**src/rtl/lif_pkg.sv**
```systemverilog
// lif_pkg: shared types and constants for the LIF spike monitor.
//   fsm_e          monitor FSM states (IDLE, RUN)
//   SEL_*          readout select codes for dout
//   ST_*_OFS       status byte bit positions, counted down from the MSB
package lif_pkg;

  localparam int W_DEF     = 8;
  localparam int SEL_W_DEF = 2;

  typedef enum logic {
    IDLE = 1'b0,
    RUN  = 1'b1
  } fsm_e;

  localparam int SEL_RATE   = 0;
  localparam int SEL_ISI    = 1;
  localparam int SEL_PEAK   = 2;
  localparam int SEL_STATUS = 3;

  // status byte = {rate_sat, isi_sat, armed, running, zeros}
  localparam int ST_RATE_SAT_OFS = 0;
  localparam int ST_ISI_SAT_OFS  = 1;
  localparam int ST_ARMED_OFS    = 2;
  localparam int ST_RUN_OFS      = 3;

endpackage

```
**src/rtl/lif_sat_counter.sv**
```systemverilog
// lif_sat_counter: up-counter that sticks at 2**W-1 and remembers that an
// increment was clipped.
//   clk, reset_n   clock, synchronous active-low reset
//   inc            count up by one (ignored while at full scale, sets sat)
//   clr            force count and sat to 0 (highest priority)
//   load1          force count to 1 and sat to 0
//   q              current count
//   sat            sticky: an increment was dropped since the last clr/load1
module lif_sat_counter
  import lif_pkg::*;
#(
  parameter int W = W_DEF
) (
  input  logic         clk,
  input  logic         reset_n,
  input  logic         inc,
  input  logic         clr,
  input  logic         load1,
  output logic [W-1:0] q,
  output logic         sat
);

  logic [W-1:0] cnt_q, cnt_d;
  logic         sat_q, sat_d;

  always_comb begin
    cnt_d = cnt_q;
    sat_d = sat_q;
    if (clr) begin
      cnt_d = '0;
      sat_d = 1'b0;
    end else if (load1) begin
      cnt_d = {{(W-1){1'b0}}, 1'b1};
      sat_d = 1'b0;
    end else if (inc) begin
      if (cnt_q == {W{1'b1}}) sat_d = 1'b1;
      else                    cnt_d = cnt_q + {{(W-1){1'b0}}, 1'b1};
    end
  end

  always_ff @(posedge clk) begin
    if (!reset_n) begin
      cnt_q <= '0;
      sat_q <= 1'b0;
    end else begin
      cnt_q <= cnt_d;
      sat_q <= sat_d;
    end
  end

  assign q   = cnt_q;
  assign sat = sat_q;

endmodule

```
**src/rtl/lif_spike_monitor.sv**
```systemverilog
// lif_spike_monitor: measures spike rate per window, last inter-spike
// interval and peak membrane state of a LIF neuron, with one readout mux.
//   clk, reset_n   clock, synchronous active-low reset
//   en             1 = measure, 0 = idle (partial window discarded)
//   spike_in       spike from the neuron; rising edge counts once
//   state_in       membrane state, unsigned
//   win_len        window length in cycles, 0 = 2**W
//   sel            readout select: rate / ISI / peak / status
//   dout           selected result register
//   win_done       pulse: rate/peak registers load at the end of this cycle
//   isi_valid      pulse: ISI register loads at the end of this cycle
//
// state | meaning
// IDLE  | not measuring; window, ISI counter and arming held clear
// RUN   | counting cycles, edges and peak; windows run back to back
module lif_spike_monitor
  import lif_pkg::*;
#(
  parameter int W     = W_DEF,
  parameter int SEL_W = SEL_W_DEF
) (
  input  logic             clk,
  input  logic             reset_n,
  input  logic             en,
  input  logic             spike_in,
  input  logic [W-1:0]     state_in,
  input  logic [W-1:0]     win_len,
  input  logic [SEL_W-1:0] sel,
  output logic [W-1:0]     dout,
  output logic             win_done,
  output logic             isi_valid
);

  localparam logic [W-1:0] ONE  = {{(W-1){1'b0}}, 1'b1};
  localparam logic [W-1:0] FULL = {W{1'b1}};

  fsm_e         fsm_q, fsm_d;
  logic         spike_q;
  logic [W-1:0] win_cnt_q, win_cnt_d;
  logic [W-1:0] cur_peak_q, cur_peak_d;
  logic         armed_q, armed_d;
  logic [W-1:0] rate_q, rate_d;
  logic [W-1:0] isi_q, isi_d;
  logic [W-1:0] peak_q, peak_d;
  logic         rate_sat_q, rate_sat_d;
  logic         isi_sat_q, isi_sat_d;

  logic         run;
  logic         spike_edge;
  logic         win_last;
  logic         win_end;
  logic         isi_fire;
  logic [W-1:0] cur_cnt;
  logic         rate_sat_cur;
  logic [W-1:0] isi_cnt;
  logic         isi_sat_cur;
  logic         rate_clip;
  logic [W-1:0] rate_next;
  logic [W-1:0] peak_max;
  logic [W-1:0] status;

  assign run        = (fsm_q == RUN);
  assign spike_edge = spike_in & ~spike_q;

  // A shortened win_len that win_cnt has already passed is caught by the
  // full-scale compare, so a window never exceeds 2**W cycles.
  assign win_last = (win_cnt_q == (win_len - ONE)) || (win_cnt_q == FULL);
  // Dropping en discards the partial window, even on its last cycle.
  assign win_end  = run & en & win_last;
  assign isi_fire = run & spike_edge & armed_q;

  assign rate_clip = spike_edge & (cur_cnt == FULL);
  assign rate_next = rate_clip ? cur_cnt : cur_cnt + {{(W-1){1'b0}}, spike_edge};
  assign peak_max  = (state_in > cur_peak_q) ? state_in : cur_peak_q;

  lif_sat_counter #(.W(W)) u_cur_cnt (
    .clk     (clk),
    .reset_n (reset_n),
    .inc     (run & spike_edge),
    .clr     (~run | ~en | win_end),
    .load1   (1'b0),
    .q       (cur_cnt),
    .sat     (rate_sat_cur)
  );

  lif_sat_counter #(.W(W)) u_isi_cnt (
    .clk     (clk),
    .reset_n (reset_n),
    .inc     (run),
    .clr     (~run | ~en),
    .load1   (run & spike_edge),
    .q       (isi_cnt),
    .sat     (isi_sat_cur)
  );

  always_comb begin
    fsm_d      = fsm_q;
    win_cnt_d  = win_cnt_q;
    cur_peak_d = cur_peak_q;
    armed_d    = armed_q;
    rate_d     = rate_q;
    isi_d      = isi_q;
    peak_d     = peak_q;
    rate_sat_d = rate_sat_q;
    isi_sat_d  = isi_sat_q;

    case (fsm_q)
      IDLE: if (en)  fsm_d = RUN;
      RUN:  if (!en) fsm_d = IDLE;
      default:       fsm_d = IDLE;
    endcase

    if (!run || !en) begin
      win_cnt_d  = '0;
      cur_peak_d = '0;
      armed_d    = 1'b0;
    end else if (win_end) begin
      win_cnt_d  = '0;
      cur_peak_d = '0;
      rate_d     = rate_next;
      rate_sat_d = rate_sat_cur | rate_clip;
      peak_d     = peak_max;
    end else begin
      win_cnt_d  = win_cnt_q + ONE;
      cur_peak_d = peak_max;
    end

    if (run && en && spike_edge) armed_d = 1'b1;

    // An edge on the cycle en falls still reports its interval.
    if (isi_fire) begin
      isi_d     = isi_cnt;
      isi_sat_d = isi_sat_cur;
    end
  end

  always_ff @(posedge clk) begin
    if (!reset_n) begin
      fsm_q      <= IDLE;
      spike_q    <= 1'b0;
      win_cnt_q  <= '0;
      cur_peak_q <= '0;
      armed_q    <= 1'b0;
      rate_q     <= '0;
      isi_q      <= '0;
      peak_q     <= '0;
      rate_sat_q <= 1'b0;
      isi_sat_q  <= 1'b0;
    end else begin
      fsm_q      <= fsm_d;
      spike_q    <= spike_in;
      win_cnt_q  <= win_cnt_d;
      cur_peak_q <= cur_peak_d;
      armed_q    <= armed_d;
      rate_q     <= rate_d;
      isi_q      <= isi_d;
      peak_q     <= peak_d;
      rate_sat_q <= rate_sat_d;
      isi_sat_q  <= isi_sat_d;
    end
  end

  always_comb begin
    status = '0;
    status[W-1-ST_RATE_SAT_OFS] = rate_sat_q;
    status[W-1-ST_ISI_SAT_OFS]  = isi_sat_q;
    status[W-1-ST_ARMED_OFS]    = armed_q;
    status[W-1-ST_RUN_OFS]      = run;
  end

  always_comb begin
    dout = '0;
    case (sel)
      SEL_W'(SEL_RATE):   dout = rate_q;
      SEL_W'(SEL_ISI):    dout = isi_q;
      SEL_W'(SEL_PEAK):   dout = peak_q;
      SEL_W'(SEL_STATUS): dout = status;
      default:            dout = '0;
    endcase
  end

  // Strobes are suppressed in a reset cycle: the loads they announce never happen.
  assign win_done  = reset_n & win_end;
  assign isi_valid = reset_n & isi_fire;

endmodule

```
**config.mk**
```make
export PLATFORM = sky130hd
export DESIGN_NAME = lif_spike_monitor
export DESIGN_NICKNAME = d
export VERILOG_FILES = /design/src/rtl/lif_pkg.sv /design/src/rtl/lif_sat_counter.sv /design/src/rtl/lif_spike_monitor.sv
export SDC_FILE = /design/constraint.sdc
export NUM_CORES = 1
export LEC_CHECK = 0
export BUFFER_PORTS_ARGS = -buffer_cell sky130_fd_sc_hd__buf_2
export CAP_MARGIN = 20
export CELL_PAD_IN_SITES_DETAIL_PLACEMENT = 1
export CELL_PAD_IN_SITES_GLOBAL_PLACEMENT = 1
export CORE_ASPECT_RATIO = 1.1
export CORE_MARGIN = 2
export CORE_UTILIZATION = 48
export DETAILED_ROUTE_END_ITERATION = 12
export GPL_ROUTABILITY_DRIVEN = 0
export HOLD_SLACK_MARGIN = 0.03
export PLACE_DENSITY = 0.93
export SLEW_MARGIN = 20
export SYNTH_ARGS = -nofsm -noshare
export SYNTH_HDL_FRONTEND = slang
export SYNTH_SLANG_ARGS = --single-unit
```
**constraint.sdc**
```tcl
create_clock -name clk -period 3.55 [get_ports clk]
set_input_delay 0.1775 -clock clk [delete_from_list [all_inputs] [get_ports clk]]
set_output_delay 0.1775 -clock clk [all_outputs]
set_load 0.02 [all_outputs]
```
* After elaboration in Yosys (flattened, before gate mapping)
Index checks and enable logic that the tools add are counted.
Word-level totals: register bits 63, input bits 22, output and inout port bits 10
Cells by class: add/sub/neg operators 5, magnitude comparators 1, equal/unequal tests 8, muxes and demuxes 9, bitwise gates (word level) 18, reduce and logical (&&, ||, !) cells 19
Operators by type and width (number):
- $pmux 8 s4 | 1
- $add 8x1->8 const B | 3
- $eq 8x8->1 const B | 3
- $mux 8 | 2
- $reduce_and 2->1 | 6
- $add 8x1->8 | 1
- $and 1x1->1 | 8
- $eq 8x8->1 | 1
- $gt 8x8->1 | 1
- $sub 8x1->8 const B | 1
- $not 1->1 | 7
- $mux 1 | 6
- $reduce_or 3->1 | 2
- $eq 2x2->1 const B | 2
- $reduce_bool 2->1 | 2
- $reduce_or 2->1 | 2
- $or 1x1->1 | 3
- $eq 2x1->1 const B | 1
- $logic_and 1x1->1 | 2
- $logic_not 1->1 | 2
- $logic_not 2->1 | 1
- $logic_or 1x1->1 | 2
- $ne 2x2->1 const B | 1

* Longest topological paths before layout
Gate-level depths: netlist (run 1).
depth after elaboration 6, mapped depth 11, mapped depth without buffers 9

* Hierarchy
A second synthesis (run 1) with hierarchy kept.
Second synthesis, totals: cell total of the unflattened synthesis 386, area, all modules 3508.4 µm²
Modules (own cells, without submodules):
- lif_spike_monitor | times used 1, cells each 278, area each 2529.9 µm², sequential area each 900.9 µm²
- lif_sat_counter | times used 2, cells each 54, area each 489.2 µm², sequential area each 180.2 µm²

* Worst setup path before layout (run 1)
No wires, ideal clock.
path kind input port to output port, start point in win_len[0], end point out win_done, data arrival time 1.972 ns, setup slack 1.401 ns, stages 9, path buffers 1, path through inv_1 > ha_1 > clkbuf_1 > nand2_1 > mux2i_1 > a21oi_1 > a2111oi_1 > nor2_1 > nor3_1
Between the ends: longest elaborated chain between the ends 5
RTL lines:
- start, declared | RTL line lif_spike_monitor.sv:27 | input logic [W-1:0] win_len,
- $sub 8x1->8 | RTL line lif_spike_monitor.sv:67 | assign win_last = (win_cnt_q == (win_len - ONE)) || (win_cnt_q == FULL);
- $eq 8x8->1 | RTL line lif_spike_monitor.sv:67
- $logic_or 1x1->1 | RTL line lif_spike_monitor.sv:67
- $and 1x1->1 | RTL line lif_spike_monitor.sv:69 | assign win_end = run & en & win_last;
- $and 1x1->1 | RTL line lif_spike_monitor.sv:183 | assign win_done = reset_n & win_end;
- end, declared | RTL line lif_spike_monitor.sv:30 | output logic win_done,
No other way between the ends.

* Final worst setup path (run 1)
start point reg win_cnt_q[3], end point reg rate_sat_q
Between the ends: longest elaborated chain between the ends 4, elaborated cells between the ends (all ways) 5, classes of those cells 2 x eq/ne; 1 x bitwise; 2 x reduce/logical
RTL lines:
- start, declared | RTL line lif_spike_monitor.sv:39 | logic [W-1:0] win_cnt_q, win_cnt_d;
- start signal, assigned | RTL line lif_spike_monitor.sv:152 | win_cnt_q <= win_cnt_d;
- $eq 8x8->1 | RTL line lif_spike_monitor.sv:67
- $logic_or 1x1->1 (*) | RTL line lif_spike_monitor.sv:67
- $and 1x1->1 (*) | RTL line lif_spike_monitor.sv:69
- $reduce_and 2->1 (no source line) (*)
- end signal, assigned | RTL line lif_spike_monitor.sv:158 | rate_sat_q <= rate_sat_d;
- end, declared | RTL line lif_spike_monitor.sv:45 | logic rate_sat_q, rate_sat_d;
Mark *: on every way between the ends. The rest lies on a longest branch, timed or not. A chain may end at the register's enable or synchronous reset.

==> results of run 1 <==
[critical path, delay by kind of cell (launching register included)]
| kind | cells | cell delay, ns |
|---|---|---|
| AOI/OAI and AO/OA | 2 | 1.07 |
| xor gates and xnor gates | 2 | 0.36 |
| buffers and inverters | 1 | 0.32 |
| DFF | 1 | 0.40 |
| and+or+nand+nor | 3 | 0.41 |
[registers in the layout, indices dropped and copies added, names as in the netlist]
register / flops
cur_peak_q: 8
u_isi_cnt.q: 8
armed_q: 1
u_cur_cnt.q: 8
rate_sat_q: 1
win_cnt_q: 8
u_isi_cnt.sat: 1
isi_sat_q: 1
rate_q: 8
peak_q: 8
fsm_q: 1
u_cur_cnt.sat: 1
spike_q: 1
isi_q: 8
[kinds of logic (layout without fill, tap and decap cells)]
| logic type | after synthesis | count (layout) |
|---|---|---|
| simple gates | 162 | 162 |
| xor+xnor | 29 | 29 |
| mux | 22 | 22 |
| flops | 63 | 63 |
| buf+inv | 36 | 69 |
| compound gates | 56 | 56 |
| fa+ha+maj | 14 | 14 |
[metal layers]
layer  GRT usage (%)  routed length (µm)  vias to the layer above
li1                -                   -                     1380
met1            26.0                3420                     1407
met2            46.0                4600                       43
met4            7.36                 141                        0
met5               0                   0                        -
met3            6.43                 236                       15
[layout make-up]
cell class | count | area, µm²
Clock inverter | 5 | 57.6
Clock buffer | 11 | 141
Inverter | 18 | 67.6
Sequential cell | 63 | 1260
Tap cell | 82 | 103
Timing Repair Buffer | 35 | 185
Multi-Input combinational cell | 283 | 1820
Fill cell | 810 | 2920
[stage by stage]
| stage | hold WS (ns) | total power, mW | util, % | instances | area, µm² |
|---|---|---|---|---|---|
| global placement | 0.402 | 0.825 | 52.4 | 481 | 3430 |
| floorplan | 0.299 | 0.796 | - | 382 | 3220 |
| finish | 0.0533 | 1.45 | 55.4 | 497 | 3630 |
| detailed placement | 0.407 | 0.832 | 52.4 | 481 | 3430 |
| CTS | 0.0446 | 1.46 | 55.4 | 497 | 3630 |
| global route | 0.0546 | 1.50 | 55.4 | 497 | 3630 |
[cells in the mapped netlist (2+ instances only)]
cell type and instances:
buf_2 3, xnor2_1 14, nor2_1 61, a31oi_1 2, a21oi_1 23, nand3_1 22, nand2_1 38, nor4_1 2
dfxtp_1 63, and2_1 3, ha_1 14, mux4_2 4, nor2b_1 4, o21ai_1 2, or2_1 2, mux2i_1 16
mux2_2 2, xor2_1 15, o31ai_1 8, or3_1 3, nand4_1 9, inv_1 16, o21ai_0 7, and3_1 2
o211ai_1 2, o41ai_2 3, nor3_1 11, clkbuf_1 13
[power by group through the flow]
| stage | registers [mW] | logic (mW) | clock network, mW |
|---|---|---|---|
| 2_1_floorplan | 0.728 | 0.0683 | 0 |
| 3_3_place_gp | 0.730 | 0.0957 | 0 |
| 3_5_place_dp | 0.730 | 0.102 | 0 |
| 4_1_cts | 0.714 | 0.104 | 0.641 |
| 5_1_grt | 0.714 | 0.114 | 0.670 |
| 6_report | 0.714 | 0.104 | 0.630 |
[final timing paths]
| kind | startpoint | depth (start not counted) | slack, ns | to |
|---|---|---|---|---|
| setup reg to reg | win_cnt_q[3] | 8 | 0.88 | rate_sat_q |
| hold / removal | en | 2 | 0.05 | fsm_q |
| setup / recovery | win_cnt_q[3] | 8 | 0.88 | rate_sat_q |
| hold reg to reg | isi_q[3] | 2 | 0.47 | isi_q[3] |
[layout by cell type, fill, tap and decap left out, types with 15 or more instances in the layout]
cell type	instances
dfxtp_1	63
nor2_1	61
nand2_1	38
buf_2	31
a21oi_1	23
nand3_1	22
inv_1	16
mux2i_1	16
xor2_1	15
==> impl_results.md, run 1 <==
- Post-synthesis compound-gate area fraction: 11.9%
- Die area: 7390 µm²
- Largest net degree at the start of global routing: 26
- CTS Buf Count: 9
- Global-route wire length before repair: 13.8 mm
- Mapped Area: 3220 µm²
- Final Hold Viols: 0
- Synth area leader: dfxtp_1
- Worst rel slew slack: 44.4%
- Vias: 2845
- Clock Pin Slew Worst Setup and Hold Paths: 0.07 ns
- Critical-path cell list: xor2_1 -> xnor2_1 -> nand3_1 -> a2111oi_1 -> o221ai_2 -> buf_4 -> nor3_1 -> nor3_1
- GRT Total Usage: 24.6%
- Setup Viol. Count Final: 0
- CP endpoint kind: register
- Seq pwr share: 49.3%
- Area delta synth->final: 12.7%
- Drt drc: 0
- WL/cell: 16.9 µm
- Startpoint types: register
- Layout cells sized above 1: 15.2%
- Post-CTS Setup Repair Bufs: 0
- Synth async-reset ratio: 0%
- Switching Fraction: 24.5%
- Yosys warns: 0
- Dpl ws: 0.762 ns
- Slowest cell on the critical path: a2111oi_1
- Clock tree buffer depth: 2
- Setup Total Neg Slack: 0 ns
- # diodes: 0
- Skew final: 0.00916 ns
- Die X: 82.1 µm
- Mapped Cells: 382
- Gate power share: 7.2%
- Initial antenna violation count: 0
- XOR/XNOR Fraction of Synth Area: 7.88%
- Max incr delay on CP: 0.71 ns
- Synth cell types: 46
- Mean post-synth cell area: 8.44 µm²
- Worst vdd ir: 0.000223 V
- Vias in the first global route: 2960
- Crit path top cell by count: nor3_1
- RSZ-0062 raised after global routing: false
- Leak: 1.36 nW
- Final worst path period share: 75.1%
- Initial DRC Count: 111
- Vias per cell: 5.72
- Clock power frac: 43.5%
- CP max FO: 22
- Mux share of post-synthesis cell area: 8.46%
- Syn Nets: 418
- First drt pass iteration count: 4
- # clock sinks: 63
- CTS tree: done
- Top-area cell type share of the netlist area: 39.1%
- Core ar.: 6560 µm²
- Synth Area in Simple Gates: 22.6%
- Highest clock rate: 375 MHz
- Total Wirelength: 8.39 mm
- Initial Utilization: 49.2%
- WP data arrival: 2.90 ns
- Required time of the worst setup path: 3.79 ns
- Resized Gates After CTS: 0
- Internal Power: 1.09 mW
- Pwr dens: 399 nW/µm²
- Final worst setup slack: 0.883 ns
- Hpwl dp: 6.25 mm
- Largest family of logic cells by synthesized area: simple AND/OR/NAND/NOR gates
- Post-Synth Adder-Cell Area: 5.43%
- H-tree levels: 3
- IO Count: 32
- Max-cap violations: 0
- Rows: 31
- Root Driver: clkbuf_8
- EDFF count, synth: 0
- FF+latch count, synth: 63
- Max Slew Vio Count: 0
- Final antenna-violating net count: 0
- Final worst path period need: 2.67 ns
- Final net count: 446
- Hold_buf cts: 0
- CP Class: register to register
- Top post-synthesis cells by area: dfxtp_1 (39%), nor2_1 (7.1%), ha_1 (5.4%)
- Remaining global-route overflow: 0
- Sequential share of the synthesized area: 39.1%
- Net Switching: 0.355 mW
- Post-synth top flop: dfxtp_1
- Slew @ Worst Pin: 0.833 ns
- Die H: 89.9 µm
- IO buf count: 31
- Clk_lat worst skew: 0.35 ns
- Type of the worst min-delay path: primary input to register
- Status: complete, no violations
Power figures use the tool's default switching activity.
==> inputs of run 2 (changes only) <==
- ABC_AREA: not set -> 1
- CORE_UTILIZATION: 48 -> 39
- PLACE_DENSITY: 0.93 -> 0.85
- clock period: 3.55 -> 2.4 ns (I/O delays scaled with it)
==> run 2 against run 1 <==
Compared with the run above: via count grew 19%; clock-buffer cell count unchanged; sequential power is 48% higher; area after synthesis grew 11%; sequential share of layout area shrank 3.4 points; sequential cell count stayed put; routed wire length is 9.8% higher; critical path depth is the same; setup slack got worse by 0.70 ns; total power is 48% higher.
==> impl_results.md, run 2 <==
- Status: complete, no violations
- Setup Total Neg Slack: 0 ns (unchanged)
- GRT Total Usage: 20.0% (-4.7 points)
- Hold_buf cts: 2 (+2)
- Max Slew Vio Count: 0 (unchanged)
- RSZ-0062 raised after global routing: false
- Mean post-synth cell area: 6.83 µm² (-19%)
- Final worst path period need: 2.22 ns
- CTS tree: done
- # diodes: 0 (unchanged)
- Final Hold Viols: 0 (unchanged)
- Vias: 3384 (+19%)
- Post-synthesis compound-gate area fraction: 8.15% (-3.8 points)
- Seq pwr share: 49.1% (-0.2 points)
- Vias per cell: 5.04 (-12%)
- CTS Buf Count: 9 (unchanged)
- Worst vdd ir: 0.000206 V (-7.8%)
- H-tree levels: 3 (unchanged)
- Dpl ws: 0.385 ns (-0.378 ns)
- Root Driver: clkbuf_8
- XOR/XNOR Fraction of Synth Area: 6.39% (-1.5 points)
- Slowest cell on the critical path: dlygate4sd3_1
- Leading cell types in the layout, fill and taps excluded: nand2_1 (141), nor2_1 (69), dfxtp_1 (63)
- Initial DRC Count: 114 (+2.7%)
- Top routing layer used: met4
- WL/cell: 13.7 µm (-19%)
- Top post-synthesis cells by area: dfxtp_1 (35%), nand2_1 (15%), nand3_1 (7.7%)
- Post-Synth Adder-Cell Area: 4.92% (-0.52 points)
- Resized Gates After CTS: 0 (unchanged)
- Vias in the first global route: 3441 (+16%)
- Met2 WL: 4.59 mm (-0.17%)
- Remaining global-route overflow: 0 (unchanged)
- Startpoint types: primary input
- Met1 Wirelength: 4.23 mm (+24%)
- Synth cell types: 35 (-24%)
- Leak: 1.66 nW (+22%)
- Sequential share of the synthesized area: 35.4% (-3.7 points)
- CP max FO: 14 (-36%)
- Metal3 WL: 250 µm (+5.9%)
- Max-cap violations: 0 (unchanged)
- Highest clock rate: 451 MHz
- Placed Cells: 653 (+36%)
- Mapped Area: 3560 µm² (+11%)
- Pwr dens: 535 nW/µm² (+34%)
- Critical-path cell list: dlygate4sd3_1 -> buf_2 -> inv_1 -> or2_1 -> nor2_4 -> nand2_1 -> nor2_1 -> buf_2
- CP Class: primary input to output pin
- Max incr delay on CP: 0.54 ns (-0.17 ns)
- Area delta synth->final: 12.8%
- Cell family with most CP delay: simple AND/OR/NAND/NOR gates
- Required time of the worst setup path: 2.28 ns (-1.51 ns)
- Die H: 104 µm (+16%)
- Setup Viol. Count Final: 0 (unchanged)
- Final worst setup slack: 0.181 ns (-0.701 ns)
- IO Count: 32 (unchanged)
- Core ar.: 8870 µm² (+35%)
- Synth Area in Simple Gates: 36.6% (+14 points)
- Die area: 9920 µm² (+34%)
- Global-route wire length before repair: 15.8 mm (+14%)
- Die X: 95.1 µm (+16%)
- Fin cells: 672 (+35%)
- Initial antenna violation count: 0 (unchanged)
- Post-synth top flop: dfxtp_1
- Commonest non-fill, non-tap cell in the layout: nand2_1
- Slew @ Worst Pin: 0.552 ns (-0.281 ns)
- Yosys warns: 0 (unchanged)
- WP data arrival: 2.10 ns (-0.80 ns)
- CP endpoint kind: output pin
- Count leader, synth: nand2_1
- # clock sinks: 63 (unchanged)
- Rows: 36 (+16%)
- Final antenna-violating net count: 0 (unchanged)
- Largest net degree at the start of global routing: 35 (+35%)
- Final Util: 45.3% (-10 points)
- Mapped Cells: 522 (+37%)
- Type of the worst min-delay path: primary input to register
- Final net count: 589 (+32%)
- Largest family of logic cells by synthesized area: simple AND/OR/NAND/NOR gates
- Clock Pin Slew Worst Setup and Hold Paths: 0.07 ns (about the same)
- Skew final: 0.00987 ns (+0.000708 ns)
- Hpwl dp: 6.98 mm (+12%)
- IO buf count: 31 (unchanged)
- FF+latch count, synth: 63 (unchanged)
- Final worst path period share: 92.4%
- Post-CTS Setup Repair Bufs: 0 (unchanged)
- Initial Utilization: 40.2% (-9.0 points)
- Clk_lat worst skew: 0.35 ns (about the same)
- Clock power frac: 41.9% (-1.6 points)
- Internal Power: 1.60 mW (+46%)
- Layout cells sized above 1: 12.9% (-2.3 points)
- Clock tree buffer depth: 2 (unchanged)
- CP Buf/Inv Count: 4 (+3)
- Switching Fraction: 25.7% (+1.2 points)
- Filler cell count: 1178 (+45%)
- EDFF count, synth: 0 (unchanged)
- Synth async-reset ratio: 0% (unchanged)
- Mux share of post-synthesis cell area: 0% (-8.5 points)
- Synth area leader: dfxtp_1
- Drt drc: 0 (unchanged)
- Gate power share: 8.9% (+1.7 points)
- Syn Nets: 558 (+33%)
- Net Switching: 0.552 mW (+55%)
- Worst rel slew slack: 63.2% (+19 points)
- Crit path top cell by count: buf_2
- Top-area cell type share of the netlist area: 35.4% (-3.7 points)
- Most frequent cells after synthesis: nand2_1 (141), nor2_1 (69), dfxtp_1 (63), nand3_1 (55), inv_1 (50)
- First drt pass iteration count: 6 (+2)
- Total Wirelength: 9.22 mm (+9.8%)
[run 2: cell types whose count changed after synthesis, sizes merged, moves of 7 or more]
cell    change
a21oi      +17
buf         +7
clkbuf      -9
inv        +38
mux2i      -16
nand2     +105
nand3      +35
nor2       +13
o31ai       -8
[run 2: per-stage QoR]
| stage | area, µm² | power, mW | hold WS, ns |
|---|---|---|---|
| floorplan | 3560 | 1.20 | 0.213 |
| global placement | 3780 | 1.26 | 0.316 |
| detailed placement | 3780 | 1.26 | 0.323 |
| CTS | 3990 | 2.16 | 0.133 |
| global route | 4020 | 2.25 | 0.147 |
| finish | 4020 | 2.15 | 0.137 |
[run 2: power groups by stage]
stage / clock network (mW) / logic, mW / registers [mW]
detailed placement: 0 / 0.185 / 1.08
CTS: 0.920 / 0.189 / 1.06
global placement: 0 / 0.176 / 1.08
finish: 0.901 / 0.192 / 1.06
floorplan: 0 / 0.127 / 1.08
global route: 0.977 / 0.221 / 1.06
[run 2: final timing paths]
| path | depth (start not counted) | startpoint | slack (ns) | to |
|---|---|---|---|---|
| worst max-delay path | 8 | spike_in | 0.18 | isi_valid |
| worst min-delay path | 4 | state_in[7] | 0.14 | cur_peak_q[7] |
| worst max register to register | 10 | spike_q | 0.43 | rate_q[4] |
| worst min register to register | 2 | isi_q[0] | 0.48 | isi_q[0] |
[run 2: tightest hold or removal path, cell delays in order]
cell	delay, ns
buf_2	0.08
nand3b_1	0.10
nand2_1	0.06
nor2_1	0.09
[run 2: cell families after synthesis]
group                    Yosys count
AO/OA/AOI/OAI                     50
XOR/XNOR                          26
adder cells (fa/ha/maj)           14
buffers and inverters             72
flip-flops                        63
AND/OR/NAND/NOR                  297
[run 2: per-layer routing]
| metal | track usage (%) | up-vias |
|---|---|---|
| li1 | - | 1727 |
| met1 | 24.4 | 1597 |
| met2 | 34.1 | 44 |
| met3 | 5.22 | 16 |
| met4 | 5.59 | 0 |
| met5 | 0 | - |
[run 2: final cells by class]
| cell class | count | area [µm²] | share of cell area [%] |
|---|---|---|---|
| Inverter | 56 | 210 | 5.23 |
| Clock inverter | 5 | 58.8 | 1.46 |
| Multi-Input combinational cell | 387 | 2000 | 49.7 |
| Tap cell | 114 | 143 | 3.55 |
| Clock buffer | 11 | 131 | 3.27 |
| Sequential cell | 63 | 1260 | 31.4 |
| Timing Repair Buffer | 36 | 218 | 5.42 |
==> inputs of run 3 (changes only) <==
- CTS_CLUSTER_DIAMETER: not set -> 50
- SYNTH_HIERARCHICAL: not set -> 1
==> run 3 against run 2 <==
Compared with the run above: clock power rose by 0.7%; cell count grew 8.5%; non-clock buffer count is 3 higher; total power rose by 0.83%; worst hold slack better by 0.0070 ns; critical path type is now register to output pin; clock-buffer cell count down 1; global-route usage fell by 0.058 points; largest power group unchanged.
==> impl_results.md, run 3 <==
- Status: complete, no violations
- Worst rel slew slack: 60.5% (-2.7 points)
- Max Slew Vio Count: 0 (unchanged)
- Worst hold stages: 3 (-1)
- Root Driver: clkbuf_8
- Final Hold Viols: 0 (unchanged)
- # clock sinks: 63 (unchanged)
- Sequential share of the synthesized area: 33.6% (-1.8 points)
- Die area: 10400 µm² (+5.1%)
- First drt pass iteration count: 4 (-2)
- Max incr delay on CP: 0.40 ns (-0.14 ns)
- Critical-path cell list: ha_1 -> nand3_1 -> nor2_1 -> nand3_2 -> nand2_8 -> nand2_4 -> nor2_1 -> buf_2
- Top post-synthesis cells by area: dfxtp_1 (34%), nand2_1 (15%), nand3_1 (9.7%)
- Hpwl dp: 7.64 mm (+9.5%)
- Type of the worst min-delay path: primary input to register
- Die H: 107 µm (+2.5%)
- Max-cap violations: 0 (unchanged)
- Reg2Reg Depth: 12 (+2)
- Core ar.: 9350 µm² (+5.4%)
- Mapped Cells: 570 (+9.2%)
- Largest net degree at the start of global routing: 38 (+8.6%)
- Mean post-synth cell area: 6.59 µm² (-3.5%)
- Setup Viol. Count Final: 0 (unchanged)
- Worst vdd ir: 0.000219 V (+6.3%)
- Final worst path period share: 91.6% (-0.85 points)
- Leak: 1.90 nW (+15%)
- Setup Total Neg Slack: 0 ns (unchanged)
- Drt drc: 0 (unchanged)
- Yosys warns: 6 (+6)
- Filler cell count: 1283 (+8.9%)
- WP data arrival: 2.08 ns (-0.02 ns)
- Total Wirelength: 10.1 mm (+9.8%)
- Final worst path period need: 2.20 ns (-0.0203 ns)
- Dpl ws: 0.357 ns (-0.0280 ns)
- Final antenna-violating net count: 0 (unchanged)
- IO Count: 32 (unchanged)
- Pwr dens: 509 nW/µm² (-4.7%)
- Startpoint types: register
- Synth area leader: dfxtp_1
- Final net count: 643 (+9.2%)
- Mapped Area: 3750 µm² (+5.4%)
- IO buf count: 31 (unchanged)
- Synth async-reset ratio: 0% (unchanged)
- Initial Utilization: 40.2% (about the same)
- # diodes: 0 (unchanged)
- EDFF count, synth: 0 (unchanged)
- CP max FO: 18 (+4)
- CP endpoint kind: output pin
- Vias per cell: 5.09 (+1.2%)
- Global-route wire length before repair: 17.1 mm (+8.2%)
- Synth cell types: 29 (-17%)
- Leading cell types in the layout, fill and taps excluded: nand2_1 (148), nor2_1 (83), nand3_1 (72)
- Skew final: 0.0104 ns (+0.000555 ns)
- Required time of the worst setup path: 2.28 ns (about the same)
- Die X: 97.6 µm (+2.5%)
- Layout cells sized above 1: 12.7% (-0.16 points)
- Slowest cell on the critical path: dfxtp_1
- Slew @ Worst Pin: 0.590 ns (+0.0385 ns)
- Clk_lat worst skew: 0.34 ns (about the same)
- Initial DRC Count: 114 (unchanged)
- Rows: 37 (+2.8%)
- GRT Total Usage: 19.9% (-0.058 points)
- Post-synth top flop: dfxtp_1
- Remaining global-route overflow: 0 (unchanged)
- Clock Pin Slew Worst Setup and Hold Paths: 0.07 ns (about the same)
- CTS Buf Count: 9 (unchanged)
- Vias in the first global route: 3794 (+10%)
- Clock tree buffer depth: 2 (unchanged)
- Post-CTS Setup Repair Bufs: 0 (unchanged)
- Count leader, synth: nand2_1
- CP Class: register to output pin
- Area delta synth->final: 13.3%
- H-tree levels: 3 (unchanged)
- Top-area cell type share of the netlist area: 33.6% (-1.8 points)
- Highest clock rate: 455 MHz (+0.93%)
- Vias: 3714 (+9.8%)
- FF+latch count, synth: 63 (unchanged)
- Initial antenna violation count: 0 (unchanged)
- CTS tree: done
- Final worst setup slack: 0.202 ns (+0.0203 ns)
- Final Util: 45.5% (+0.20 points)
- RSZ-0062 raised after global routing: false
- Commonest non-fill, non-tap cell in the layout: nand2_1
- WL/cell: 13.9 µm (+1.2%)
- Most frequent cells after synthesis: nand2_1 (148), nor2_1 (84), nand3_1 (73), inv_1 (67), dfxtp_1 (63)
- Crit path top cell by count: nor2_1
-- run 3: cell count changes in the layout (fill, tap and decap cells not counted), sizes merged, moves of 2 or more --
cell | before | now
a21oi | 40 | 38
nor2 | 74 | 91
xnor2 | 8 | 12
o21a | 1 | 3
buf | 34 | 37
xor2 | 18 | 7
nand3b | 7 | 0
nor3 | 5 | 2
conb | 0 | 2
nand3 | 57 | 75
nand2 | 143 | 157
inv | 55 | 67
nand4 | 7 | 15
-- run 3: per-stage QoR --
| stage | instances | hold WS (ns) | power [mW] | area, µm² |
|---|---|---|---|---|
| 3_5_place_dp | 710 | 0.322 | 1.28 | 4020 |
| 5_1_grt | 729 | 0.141 | 2.28 | 4260 |
| 4_1_cts | 728 | 0.138 | 2.18 | 4230 |
| 6_report | 729 | 0.144 | 2.17 | 4260 |
| 2_1_floorplan | 571 | 0.213 | 1.21 | 3760 |
| 3_3_place_gp | 710 | 0.318 | 1.27 | 4020 |
-- run 3: final cells by class --
type | instances | area [µm²] | share of cell area (%)
inverters | 67 | 251 | 5.91
repair buffers | 39 | 220 | 5.17
flip-flops and latches | 63 | 1260 | 29.6
clock buffers | 10 | 128 | 3.00
multi-input cells | 427 | 2190 | 51.4
clock inverters | 6 | 61.3 | 1.44
well taps | 117 | 146 | 3.44
-- run 3: what timing repair did --
action | 4_1_cts | 5_1_grt
endpoints found under the setup margin | 0 | 2
resized for setup | 0 | 3
hold buffers | 2 | 0
hold endpoints to repair | 2 | 0
-- run 3: layer usage --
metal	global-route usage [%]	vias up	wire length (µm)
met5	0	-	0
met4	7.54	0	131
met3	2.87	12	188
met2	36.5	32	5320
met1	23.4	1785	4480
li1	-	1885	-
-- run 3: kinds of logic (layout without fill, tap and decap cells) --
kind of cell	count (synthesis)	count (layout)	share of synthesized area [%]
buf+inv	82	122	9.00
compound gates	46	46	6.53
other cells	1	2	0.0999
xor+xnor	20	20	5.03
simple gates	344	345	41.1
fa+ha+maj	14	14	4.67
flops	63	63	33.6
-- run 3: power by group --
| group | switching, mW | total [mW] | internal (mW) | leakage, nW |
|---|---|---|---|---|
| Combinational | 0.135 | 0.205 | 0.0695 | 1.30 |
| Clock | 0.431 | 0.907 | 0.476 | 0.0960 |
| Sequential | 0.00397 | 1.05 | 1.05 | 0.508 |
| Total | 0.570 | 2.17 | 1.60 | 1.90 |
-- run 3: path summary, 6_finish.rpt --
kind,slack [ns],end,start
worst min register to register,0.47,isi_q[3],isi_q[3]
worst max register to register,0.40,peak_q[2],cur_peak_q[3]
worst min-delay path,0.14,spike_q,reset_n
worst max-delay path,0.20,win_done,win_cnt_q[0]
-- run 3: critical path, delay by kind of cell (launching register included) --
kind | cells | cell delay [ns]
buffers and inverters | 1 | 0.17
flip-flops | 1 | 0.40
adder cells (fa/ha/maj) | 1 | 0.22
AND/OR/NAND/NOR | 6 | 0.93
